File: src/rtl/booth_pkg.sv
`default_nettype none
// ============================================================================
// Module  : booth_pkg
// Purpose : Shared types, Booth digit codes and size-derivation helpers for
//           the radix-4 Booth sequential multiplier.
// Contents: state_t       - controller states (IDLE, RUN, DONE)
//           ZERO..NEG2    - Booth digit codes
//           calc_w/k/iter - extended width, digit count, compute cycles
//           booth_encode  - maps a 3-bit Booth triple to a digit code
// Revision: 1.0 - initial release
// ============================================================================
package booth_pkg;

  typedef enum logic [1:0] {
    IDLE = 2'd0,
    RUN  = 2'd1,
    DONE = 2'd2
  } state_t;

  localparam logic [2:0] ZERO = 3'd0;
  localparam logic [2:0] POS1 = 3'd1;
  localparam logic [2:0] POS2 = 3'd2;
  localparam logic [2:0] NEG1 = 3'd3;
  localparam logic [2:0] NEG2 = 3'd4;

  // Extended operand width: N plus one or two guard bits, rounded to even so
  // the operand splits into whole radix-4 digits.
  function automatic int calc_w(input int n);
    return 2 * ((n + 2) / 2);
  endfunction

  function automatic int calc_k(input int n);
    return calc_w(n) / 2;
  endfunction

  function automatic int calc_iter(input int n, input int d);
    return (calc_k(n) + d - 1) / d;
  endfunction

  function automatic logic [2:0] booth_encode(input logic [2:0] triple);
    logic [2:0] code;
    case (triple)
      3'b001, 3'b010: code = POS1;
      3'b011:         code = POS2;
      3'b100:         code = NEG2;
      3'b101, 3'b110: code = NEG1;
      default:        code = ZERO;
    endcase
    return code;
  endfunction

endpackage
`default_nettype wire

File: src/rtl/booth_r4_pp.sv
`default_nettype none
// ============================================================================
// Module  : booth_r4_pp
// Purpose : Combinational radix-4 Booth partial-product generator.
// Ports   : triple [2:0] in  - {b[2j+1], b[2j], b[2j-1]}
//           mcand  [W-1] in  - extended multiplicand (two's complement)
//           pp     [W:0] out - signed partial product in {0, +-A, +-2A}
// Revision: 1.0 - initial release
// ============================================================================
module booth_r4_pp
  import booth_pkg::*;
#(
  parameter int W = 10
) (
  input  logic [2:0]   triple,
  input  logic [W-1:0] mcand,
  output logic [W:0]   pp
);

  logic [2:0] code;
  logic [W:0] pos_a;
  logic [W:0] neg_a;

  always_comb begin
    code  = booth_encode(triple);
    // One extra bit so that +-2A never overflows.
    pos_a = {mcand[W-1], mcand};
    neg_a = ~pos_a + {{W{1'b0}}, 1'b1};
    case (code)
      POS1:    pp = pos_a;
      POS2:    pp = pos_a << 1;
      NEG1:    pp = neg_a;
      NEG2:    pp = neg_a << 1;
      default: pp = '0;
    endcase
  end

endmodule
`default_nettype wire

File: src/rtl/radix4_booth_seq_mult.sv
`default_nettype none
// ============================================================================
// Module  : radix4_booth_seq_mult
// Purpose : Iterative radix-4 Booth multiplier, D digits per cycle, with
//           valid/ready handshakes on input and output. sgn selects signed
//           or unsigned operands per transaction.
// Ports   : clk, rst (async, active-high)
//           in_valid/in_ready, op_a[N], op_b[N], sgn  - operand channel
//           out_valid/out_ready, product[2N]          - result channel
//           busy                                      - state != IDLE
// Revision: 1.0 - initial release
// ============================================================================
module radix4_booth_seq_mult
  import booth_pkg::*;
#(
  parameter int N = 8,
  parameter int D = 1
) (
  input  logic           clk,
  input  logic           rst,
  input  logic           in_valid,
  output logic           in_ready,
  input  logic [N-1:0]   op_a,
  input  logic [N-1:0]   op_b,
  input  logic           sgn,
  output logic           out_valid,
  input  logic           out_ready,
  output logic [2*N-1:0] product,
  output logic           busy
);

  localparam int W    = calc_w(N);
  localparam int K    = calc_k(N);
  localparam int ITER = calc_iter(N, D);
  localparam int CNTW = (ITER > 1) ? $clog2(ITER) : 1;

  state_t          state;
  state_t          state_next;
  logic            rst_done;
  logic [N-1:0]    op_a_q;
  logic            sgn_q;
  logic [W:0]      b_sh;      // multiplier with b[-1] appended, shifted 2D per cycle
  logic [2*W-1:0]  acc;
  logic [2*W-1:0]  acc_sum;
  logic [CNTW-1:0] cnt;
  logic [W-1:0]    a_ext;
  logic            accept;
  logic            last;
  int              digit_base;
  logic [2*W-1:0]  contrib [D];

  assign in_ready   = (state == IDLE) && rst_done;
  assign out_valid  = (state == DONE);
  assign busy       = (state != IDLE);
  assign accept     = in_valid && in_ready;
  assign last       = (cnt == CNTW'(ITER - 1));
  assign digit_base = int'(cnt) * D;
  assign a_ext      = {{(W-N){sgn_q & op_a_q[N-1]}}, op_a_q};

  // Each lane retires digit digit_base+l; lanes past the top digit are masked
  // because the shifted multiplier's fill bits would otherwise form a digit.
  for (genvar l = 0; l < D; l++) begin : g_lane
    logic [W:0]     pp;
    logic [2*W-1:0] pp_ext;

    booth_r4_pp #(.W(W)) u_pp (
      .triple (b_sh[2*l+2:2*l]),
      .mcand  (a_ext),
      .pp     (pp)
    );

    assign pp_ext     = {{(W-1){pp[W]}}, pp};
    assign contrib[l] = ((digit_base + l) < K) ? (pp_ext << (2 * (digit_base + l))) : '0;
  end

  always_comb begin
    acc_sum = acc;
    for (int l = 0; l < D; l++) begin
      acc_sum = acc_sum + contrib[l];
    end
  end

  always_ff @(posedge clk or posedge rst) begin
    if (rst) begin
      state <= IDLE;
    end else begin
      state <= state_next;
    end
  end

  always_comb begin
    state_next = state;
    case (state)
      IDLE:    if (accept)    state_next = RUN;
      RUN:     if (last)      state_next = DONE;
      DONE:    if (out_ready) state_next = IDLE;
      default:                state_next = IDLE;
    endcase
  end

  always_ff @(posedge clk or posedge rst) begin
    if (rst) begin
      rst_done <= 1'b0;
      op_a_q   <= '0;
      sgn_q    <= 1'b0;
      b_sh     <= '0;
      acc      <= '0;
      cnt      <= '0;
      product  <= '0;
    end else begin
      rst_done <= 1'b1;
      case (state)
        IDLE: begin
          if (accept) begin
            op_a_q <= op_a;
            sgn_q  <= sgn;
            b_sh   <= {{(W-N){sgn & op_b[N-1]}}, op_b, 1'b0};
            acc    <= '0;
            cnt    <= '0;
          end
        end
        RUN: begin
          acc  <= acc_sum;
          b_sh <= b_sh >> (2 * D);
          cnt  <= cnt + CNTW'(1);
          if (last) begin
            product <= acc_sum[2*N-1:0];
          end
        end
        default: ;
      endcase
    end
  end

endmodule
`default_nettype wire

File: config.mk
export PLATFORM = sky130hd
export DESIGN_NAME = radix4_booth_seq_mult
export DESIGN_NICKNAME = d
export VERILOG_FILES = /design/src/rtl/booth_pkg.sv /design/src/rtl/booth_r4_pp.sv /design/src/rtl/radix4_booth_seq_mult.sv
export SDC_FILE = /design/constraint.sdc
export NUM_CORES = 1
export LEC_CHECK = 0
export ABC_AREA = 1
export CAP_MARGIN = 20
export CORE_AREA = 2 2 81 83
export CTS_CLUSTER_DIAMETER = 100
export CTS_CLUSTER_SIZE = 40
export DETAILED_ROUTE_END_ITERATION = 12
export DIE_AREA = 0 0 83 85
export PLACE_DENSITY = 0.85
export SLEW_MARGIN = 30
export SYNTH_ARGS = -nofsm -noshare
export SYNTH_HDL_FRONTEND = slang
export SYNTH_SLANG_ARGS = --single-unit
File: constraint.sdc
create_clock -name clk -period 4.9 [get_ports clk]
set_input_delay 0.49 -clock clk [delete_from_list [all_inputs] [get_ports clk]]
set_output_delay 0.49 -clock clk [all_outputs]
set_load 0.05 [all_outputs]
==> run_results.csv, run 1 <==
group,metric,value,unit
finish,drive_gt1_frac,0.0811,
place,gp_congestion,1.03,
routing,wl_per_cell,15.9,µm
outcome,status,"finished clean",
synth,netlist_top_cells_area,"dfrtp_1, nand2_1, ha_1, o21ai_0, nand3_1",
setup_path,cpMaxStageDelayCell,"dfrtp_1",
sta,slew_viol_final,0,
routing,ant_nets,0,
worst_hold_path,holdPathStages,2,
run,drv_cap,0,
synth,ys_seq_elements,57,
sta,hold_violations,0,
clocking,cts_root_buf,"clkbuf_8",
global_route,grt_pass1_vias,3576,
routing,vias,3692,
setup_path,cp_num_cells,21,
clocking,insertion_delay,0.34,ns
synth,yosysTopAreaCell,"dfrtp_1",
setup_path,max_stage_delay,0.41,ns
finish,diodes,0,
sta,post-route-period-util,0.758,
synth,synth_common_cells,"nand2_1, dfrtp_1, inv_1, nor2_1, o21ai_0",
clocking,cts_tree,"yes",
setup_path,critical_path_buf_inv_count,4,
global_route,grt_overflow,0,
sta,worstMarginPinSlew,0.805,ns
sta,worst_slack,1.18,ns
routing,drt-initial-drc-count,278,
global_route,grt_pass1_wl,17000,µm
clocking,htree_levels,3,
sta,relSlewSlack,0.462,
place,port_buffers,39,
sta,fmax,269,MHz
synth,yosysMostFrequentCell,"nand2_1",
setup_path,crit_required,5.13,ns
finish,fin_cells,632,
floorplanning,core_area,6200,µm²
setup_path,critPathKind,"reg -> reg",
clocking,ctsHoldBuffers,0,
setup_path,rrSetupSlack,1.18,ns
synth,ys_seq_area_frac,0.380,
global_route,grt_use_total,0.298,
synth,async_flop_share,1.00,
floorplanning,die_w,83,µm
clocking,cts_max_path_buffers,2,
setup_path,path_common_cell,"nand2_1",
routing,drc_errors,0,
sta,fin_skew,0.0127,ns
synth,syn_area,3750,µm²
clocking,post-cts-setup-buffers,0,
clocking,path_clk_slew,0.08,ns
floorplanning,io_pins,40,
synth,synth_cell_types,43,
clocking,numCtsBuffers,9,
floorplanning,core.rowCount,29,
clocking,ctsResizeCount,0,
setup_path,path_cells,"inv_1, ha_1, nand3_1, inv_1, nand2_1, nand3_2, o2111ai_1, o21ai_0, o221ai_1, nand2_1, inv_1, ha_1, a21oi_1, o21ai_0, a211o_1, a21oi_1, inv_1, nand2_1, nand2_1, nand2_1, nand2_1",
setup_path,cp-start-kind,"flip-flop",
floorplanning,start_util,0.604,
floorplanning,die-area,7060,µm²
place,dp_slack,1.30,ns
finish,area_delta_synth_final,15.7,%
routing,first_pass_iters,6,
sta,fin_setup_tns,0,ns
synth,syn_inst,513,
setup_path,r2r_cells,21,
global_route,grt_max_degree,58,
floorplanning,die_y,85,µm
routing,wl,10000,µm
clocking,clock_sinks,57,
finish,multiInputGateArea,2060,µm²
place,dpl.hpwl,7400,µm
synth,syn-mean-instance-area,7.31,µm²
synth,synthFlopType,"dfrtp_1",
synth,synth-edff-count,0,
worst_hold_path,hold_class,"reg -> reg",
setup_path,cp_top_family,"compound AO/OA/AOI/OAI gates",
synth,synth_top_area_frac,0.380,
place,dp_cells,616,
setup_path,cp_max_fo,6,
routing,drt-vias-per-instance,5.84,
sta,finalSetupViolCount,0,
synth,synth_fp_nets,553,
finish,fin_nets,590,
setup_path,endpoint_kind,"flip-flop",
sta,fin_crit,3.72,ns
synth,yosys_warnings,0,
global_route,antenna_found_initial,0,
setup_path,cp.arrival,3.94,ns
sta,rsz0062_at_grt,"no",
finish,regArea,1430,µm²
finish,fillers,489,
[worst min-delay path, stage by stage, from the launching register on]
cell and delay [ns]:
dfrtp_1 0.34, nand2_1 0.05, o21ai_0 0.06
[cells in the final DEF, fill, tap and decap left out, types with 4 or more instances in the layout]
cell             instances
nor2_2                   4
clkdlybuf4s50_1         39
inv_1                   45
o22ai_1                 13
o21ai_0                 44
nand3_2                  5
a21oi_1                 24
inv_2                    6
dfrtp_1                 57
nand4_1                  7
nor2_1                  46
ha_1                    18
nand2_1                151
nand3_1                 35
clkbuf_8                 9
nand2_2                  4
[final cells by class]
| type | instances | area share |
|---|---|---|
| clock buffers | 10 | 0.0294 |
| clock inverters | 6 | 0.0101 |
| inverters | 51 | 0.0441 |
| multi-input cells | 391 | 0.474 |
| flip-flops and latches | 57 | 0.329 |
| well taps | 77 | 0.0222 |
| repair buffers | 40 | 0.0917 |
[flip-flops by register name, summed over array words and instances, names as in the netlist]
name	flops
b_sh	10
acc	16
cnt	3
state	2
sgn_q	1
rst_done	1
op_a_q	8
product	16
[kinds of logic (layout without fill, tap and decap cells)]
kind of cell | Yosys count | count (layout) | synth area share
other | 1 | 1 | 0.00100
buffers and inverters | 65 | 107 | 0.0714
flip-flops | 57 | 57 | 0.380
XOR/XNOR | 4 | 4 | 0.00934
adder cells (fa/ha/maj) | 19 | 19 | 0.0654
AND/OR/NAND/NOR | 264 | 264 | 0.311
AO/OA/AOI/OAI | 101 | 101 | 0.156
multiplexers | 2 | 2 | 0.00534
[per-layer routing]
metal | GRT usage | part of all wire
met5 | 0 | 0
met4 | 0.116 | 0.019
met3 | 0.0681 | 0.078
met2 | 0.460 | 0.45
met1 | 0.413 | 0.46
[path summary, 6_finish.rpt]
path,startpoint,endpoint
worst min register to register,product[7],product[7]
min in group asynchronous,rst,state[1]
max in group asynchronous,rst,product[6]
worst min-delay path,product[7],product[7]
worst max-delay path,op_a_q[0],acc[15]
worst max register to register,op_a_q[0],acc[15]
[metrics by stage]
| step | cell area, µm² | utilization | hold WS, ns |
|---|---|---|---|
| 2_1_floorplan | 3750 | - | 0.448 |
| 3_3_place_gp | 4170 | 0.672 | 0.467 |
| 3_5_place_dp | 4170 | 0.672 | 0.474 |
| 4_1_cts | 4340 | 0.699 | 0.494 |
| 5_1_grt | 4340 | 0.699 | 0.517 |
| 6_report | 4340 | 0.699 | 0.491 |
Power of run 1 is left out: the tool's default activity adds up to more than one toggle a clock period on the data nets, which glitch-free logic cannot reach.
==> run 2: changes to the inputs <==
--- a/config.mk
+++ b/config.mk
@@ -7,12 +7,12 @@
 export LEC_CHECK = 0
 export ABC_AREA = 1
 export CAP_MARGIN = 20
-export CORE_AREA = 2 2 81 83
+export CORE_AREA = 2 2 85 87
 export CTS_CLUSTER_DIAMETER = 100
 export CTS_CLUSTER_SIZE = 40
 export DETAILED_ROUTE_END_ITERATION = 12
-export DIE_AREA = 0 0 83 85
-export PLACE_DENSITY = 0.85
+export DIE_AREA = 0 0 87 89
+export PLACE_DENSITY = 0.78
 export SLEW_MARGIN = 30
 export SYNTH_ARGS = -nofsm -noshare
 export SYNTH_HDL_FRONTEND = slang
==> constraint.sdc (replaced) <==
create_clock -name clk -period 3.5 [get_ports clk]
set_input_delay 0.35 -clock clk [delete_from_list [all_inputs] [get_ports clk]]
set_output_delay 0.35 -clock clk [all_outputs]
set_load 0.05 [all_outputs]
==> run 2 against run 1 <==
- setup slack worse by 0.96 ns
- non-clock buffer count up 8
- die area is 9.8% higher
- clock-buffer cell count up 1
- cell area rose by 4.1%
- critical path type unchanged
- highest routed layer unchanged
==> run_results.csv, run 2 (synthesized netlist as in run 1, its figures left out) <==
group,metric,value,unit
clocking,htree_levels,3,
global_route,grt_use_total,0.273,
clocking,path_clk_slew,0.07,ns
sta,hold_violations,0,
routing,drc_errors,0,
setup_path,cp-start-kind,"flip-flop",
finish,diodes,0,
setup_path,cp.arrival,3.51,ns
clocking,ctsHoldBuffers,0,
clocking,clock_sinks,57,
routing,drt-initial-drc-count,294,
sta,worstMarginPinSlew,0.671,ns
setup_path,endpoint_kind,"flip-flop",
finish,drive_gt1_frac,0.130,
floorplanning,start_util,0.558,
global_route,grt_overflow,0,
sta,fin_skew,0.0116,ns
global_route,antenna_found_initial,0,
floorplanning,core.rowCount,30,
sta,fmax,306,MHz
clocking,cts_tree,"yes",
global_route,grt_max_degree,33,
routing,wl_per_cell,15.4,µm
setup_path,crit_required,3.74,ns
routing,vias,3692,
routing,first_pass_iters,5,
setup_path,r2r_cells,20,
sta,slew_viol_final,0,
place,port_buffers,39,
floorplanning,die_w,87,µm
worst_hold_path,hold_class,"in -> async",
floorplanning,die-area,7740,µm²
finish,area_delta_synth_final,20.4,%
global_route,grt_pass1_vias,3493,
finish,layout_commonest_cell,"nand2_1",
sta,relSlewSlack,0.552,
clocking,insertion_delay,0.35,ns
sta,finalSetupViolCount,0,
outcome,status,"finished clean",
setup_path,critPathKind,"reg -> reg",
sta,post-route-period-util,0.935,
sta,hold-worst-slack,0.407,ns
sta,fin_crit,3.27,ns
clocking,cts_max_path_buffers,2,
routing,ant_nets,0,
routing,drt-vias-per-instance,5.74,
setup_path,cp_max_fo,5,
clocking,numCtsBuffers,9,
finish,layout_common_cells,"nand2_1, dfrtp_1, nor2_1",
run,drv_cap,0,
place,gp_congestion,0.900,
floorplanning,core_area,6720,µm²
routing,wl,9900,µm
finish,top_regs,"acc (16), product (16), b_sh (10)",
global_route,grt_pass1_wl,16400,µm
floorplanning,io_pins,40,
place,dpl.hpwl,7280,µm
clocking,cts_root_buf,"clkbuf_8",
floorplanning,die_y,89,µm
finish,fin_nets,598,
## run 2: changes by cell type in the layout (fill, tap and decap cells not counted), moves of 3 or more
cell / change
o21ai_0: -5
inv_2: +3
o21ai_1: +4
inv_1: -3
buf_4: +8
a21oi_1: -3
## run 2: stage by stage
stage	worst slack, ns	area (µm²)	std cells	utilization	TNS (ns)
floorplan	0.496	3750	513	-	0
global placement	-0.0311	4210	624	0.626	-0.0452
detailed placement	-0.0284	4210	624	0.626	-0.0457
CTS	0.0128	4410	640	0.656	0
global route	-0.0255	4520	643	0.672	-0.0300
finish	0.228	4520	643	0.672	0
## run 2: repair_timing
item,4_1_cts,5_1_grt
gates resized for setup,3,26
pin swaps,0,5
setup buffers,0,3
endpoints found under the setup margin,2,17
## run 2: area by class of cell
class	count	area, µm²
flip-flops and latches	57	1430
well taps	80	100
inverters	51	191
fillers	574	2200
multi-input cells	391	2140
repair buffers	48	458
clock buffers	11	141
clock inverters	5	55.1
## run 2: path summary, 6_finish.rpt
path | from | end | slack (ns)
max | op_a_q[0] | acc[15] | 0.23
min | rst | rst_done | 0.41
max reg2reg | op_a_q[0] | acc[15] | 0.23
min reg2reg | product[4] | product[4] | 0.48
max in group asynchronous | rst | product[6] | 2.41
min in group clk | product[4] | product[4] | 0.48
## run 2: worst max-delay path: stages (launching register included)
cell	delay [ns]
dfrtp_1	0.42
inv_2	0.11
ha_4	0.17
nand3_1	0.13
nand2_1	0.12
nor2_1	0.06
nor3_2	0.22
o21ai_1	0.11
o21ai_1	0.24
nand2_1	0.10
o21ai_2	0.10
inv_1	0.07
ha_1	0.33
a21o_1	0.21
a211o_1	0.28
a21oi_2	0.18
inv_1	0.06
nand2_1	0.06
nand2_1	0.07
nand2_1	0.06
nand2_1	0.05
## run 2: layer usage
metal | GRT usage | vias to the layer above | wire length, µm
li1 | - | 1804 | -
met1 | 0.392 | 1738 | 4560
met2 | 0.406 | 115 | 4440
met3 | 0.0536 | 35 | 599
met4 | 0.111 | 0 | 289
met5 | 0 | - | 0
Power of run 2 is left out for the same reason.
==> run 3: changes to the inputs <==
--- a/config.mk
+++ b/config.mk
@@ -7,12 +7,11 @@
 export LEC_CHECK = 0
 export ABC_AREA = 1
 export CAP_MARGIN = 20
-export CORE_AREA = 2 2 85 87
+export CORE_AREA = 2 2 113 115
 export CTS_CLUSTER_DIAMETER = 100
 export CTS_CLUSTER_SIZE = 40
 export DETAILED_ROUTE_END_ITERATION = 12
-export DIE_AREA = 0 0 87 89
-export PLACE_DENSITY = 0.78
+export DIE_AREA = 0 0 115 117
 export SLEW_MARGIN = 30
 export SYNTH_ARGS = -nofsm -noshare
 export SYNTH_HDL_FRONTEND = slang
==> run 3 against run 2 <==
- first-iteration DRC count down 27%
- clock skew down 0.0035 ns
- critical endpoint unchanged
- global-route usage down 11 points
- cell area up 3.5%
- die area up 74%
- setup slack better by 0.063 ns
- highest routed layer unchanged
==> run_results.csv, run 3 (synthesized netlist as in run 1, its figures left out) <==
group,metric,value,unit
outcome,status,"finished clean",
global_route,grt_max_degree,58,
global_route,grt_use_total,0.162,
sta,hold_violations,0,
routing,drt-initial-drc-count,216,
finish,fillers,1302,
routing,drc_errors,0,
finish,top_regs,"acc (16), product (16), b_sh (10)",
setup_path,path_common_cell,"nand2_1",
run,drv_cap,0,
clocking,clock_sinks,57,
finish,fin_nets,600,
floorplanning,start_util,0.305,
floorplanning,core.rowCount,41,
setup_path,rr_endpoint,"acc[15]",
sta,finalSetupViolCount,0,
floorplanning,core_area,12300,µm²
finish,layout_commonest_cell,"nand2_1",
global_route,grt_pass1_wl,17200,µm
clocking,cts_tree,"yes",
sta,fin_skew,0.00807,ns
global_route,grt_pass1_vias,3542,
routing,first_pass_iters,5,
sta,relSlewSlack,0.517,
setup_path,r2r_cells,18,
clocking,htree_levels,3,
clocking,cts_max_path_buffers,2,
sta,hold-worst-slack,0.482,ns
sta,worstMarginPinSlew,0.725,ns
floorplanning,io_pins,40,
setup_path,rrSetupSlack,0.29,ns
sta,fin_setup_tns,0,ns
sta,post-route-period-util,0.917,
clocking,cts_root_buf,"clkbuf_16",
finish,area_delta_synth_final,24.7,%
setup_path,max_stage_delay,0.45,ns
finish,drive_gt1_frac,0.117,
floorplanning,die_w,115,µm
setup_path,critPathKind,"reg -> reg",
sta,fin_crit,3.21,ns
clocking,path_clk_slew,0.05,ns
setup_path,worstSetupEndpoint,"acc[15]",
setup_path,cp_max_fo,5,
floorplanning,die-area,13500,µm²
routing,wl_per_cell,14.0,µm
place,gp_congestion,0.911,
sta,rsz0062_at_grt,"no",
floorplanning,die_y,117,µm
routing,wl,9980,µm
global_route,grt_overflow,0,
finish,layout_common_cells,"nand2_1, dfrtp_1, nor2_1",
setup_path,startpoint,"op_a_q[3]",
routing,ant_nets,0,
finish,multiInputGateArea,2130,µm²
sta,slew_viol_final,0,
finish,diodes,0,
setup_path,crit_required,3.71,ns
clocking,insertion_delay,0.33,ns
global_route,antenna_found_initial,0,
setup_path,r2r-start,"op_a_q[3]",
setup_path,cp.arrival,3.42,ns
sta,fmax,312,MHz
setup_path,endpoint_kind,"flip-flop",
clocking,ctsHoldBuffers,0,
setup_path,path_cells,"nor2_2, nand2_1, o21ai_0, nand3_1, nand2_1, mux2i_1, buf_4, o31ai_1, ha_1, nand2_1, nor2_1, a211o_1, a21oi_2, inv_1, nand2_1, nand2_1, nand2_1, nand2_1",
routing,drt-vias-per-instance,4.92,
setup_path,cp-start-kind,"flip-flop",
clocking,numCtsBuffers,9,
finish,regArea,1430,µm²
worst_hold_path,hold_class,"reg -> reg",
routing,vias,3514,
place,dpl.hpwl,7560,µm
worst_hold_path,holdPathStages,2,
setup_path,cpMaxStageDelayCell,"dfrtp_1",
place,port_buffers,39,
-- run 3: cell types whose count changed in the layout (fill, tap and decap cells not counted), moves of 2 or more --
cell	delta
clkbuf_16	+9
clkbuf_8	-9
buf_4	+2
ha_1	-2
ha_4	+2
inv_1	+2
inv_2	-2
nand2_1	+2
-- run 3: worst min-delay path by stage --
stage	startpoint	end	slack, ns
2_1_floorplan	out_ready	state[1]	0.44
3_5_place_dp	product[15]	product[15]	0.46
6_report	product[7]	product[7]	0.48
3_3_place_gp	acc[2]	acc[2]	0.47
5_1_grt	product[15]	product[15]	0.50
4_1_cts	product[15]	product[15]	0.49
-- run 3: per-stage QoR --
stage | instances | util | area (µm²) | setup slack, ns
floorplan | 513 | - | 3750 | 0.496
global placement | 699 | 0.352 | 4330 | 0.0562
detailed placement | 699 | 0.352 | 4330 | 0.0850
CTS | 714 | 0.373 | 4600 | 0.0542
global route | 714 | 0.380 | 4680 | 0.00427
finish | 714 | 0.380 | 4680 | 0.291
-- run 3: layout make-up --
| type | count | area share |
|---|---|---|
| Clock buffer | 12 | 0.0527 |
| Clock inverter | 3 | 0.00375 |
| Inverter | 51 | 0.0409 |
| Multi-Input combinational cell | 391 | 0.456 |
| Sequential cell | 57 | 0.305 |
| Tap cell | 150 | 0.0401 |
| Timing Repair Buffer | 50 | 0.101 |
-- run 3: layer usage --
| metal | part of all wire | vias up | GRT usage |
|---|---|---|---|
| met5 | 0 | - | 0 |
| met4 | 0.017 | 0 | 0.0675 |
| met3 | 0.030 | 12 | 0.0314 |
| met2 | 0.48 | 62 | 0.258 |
| met1 | 0.47 | 1648 | 0.216 |
| li1 | - | 1792 | - |
-- run 3: what timing repair did --
action	4_1_cts	5_1_grt
buffers inserted	0	0
gates resized for setup	0	19
setup endpoints to repair	0	18
-- run 3: worst max-delay path, delay by kind of cell (launching register included) --
| kind | cells | cell delay [ns] |
|---|---|---|
| AO/OA/AOI/OAI | 4 | 1.12 |
| AND/OR/NAND/NOR | 10 | 0.86 |
| flip-flops | 1 | 0.45 |
| adder cells (fa/ha/maj) | 1 | 0.39 |
| buffers and inverters | 2 | 0.20 |
| multiplexers | 1 | 0.09 |
Power of run 3 is left out for the same reason.
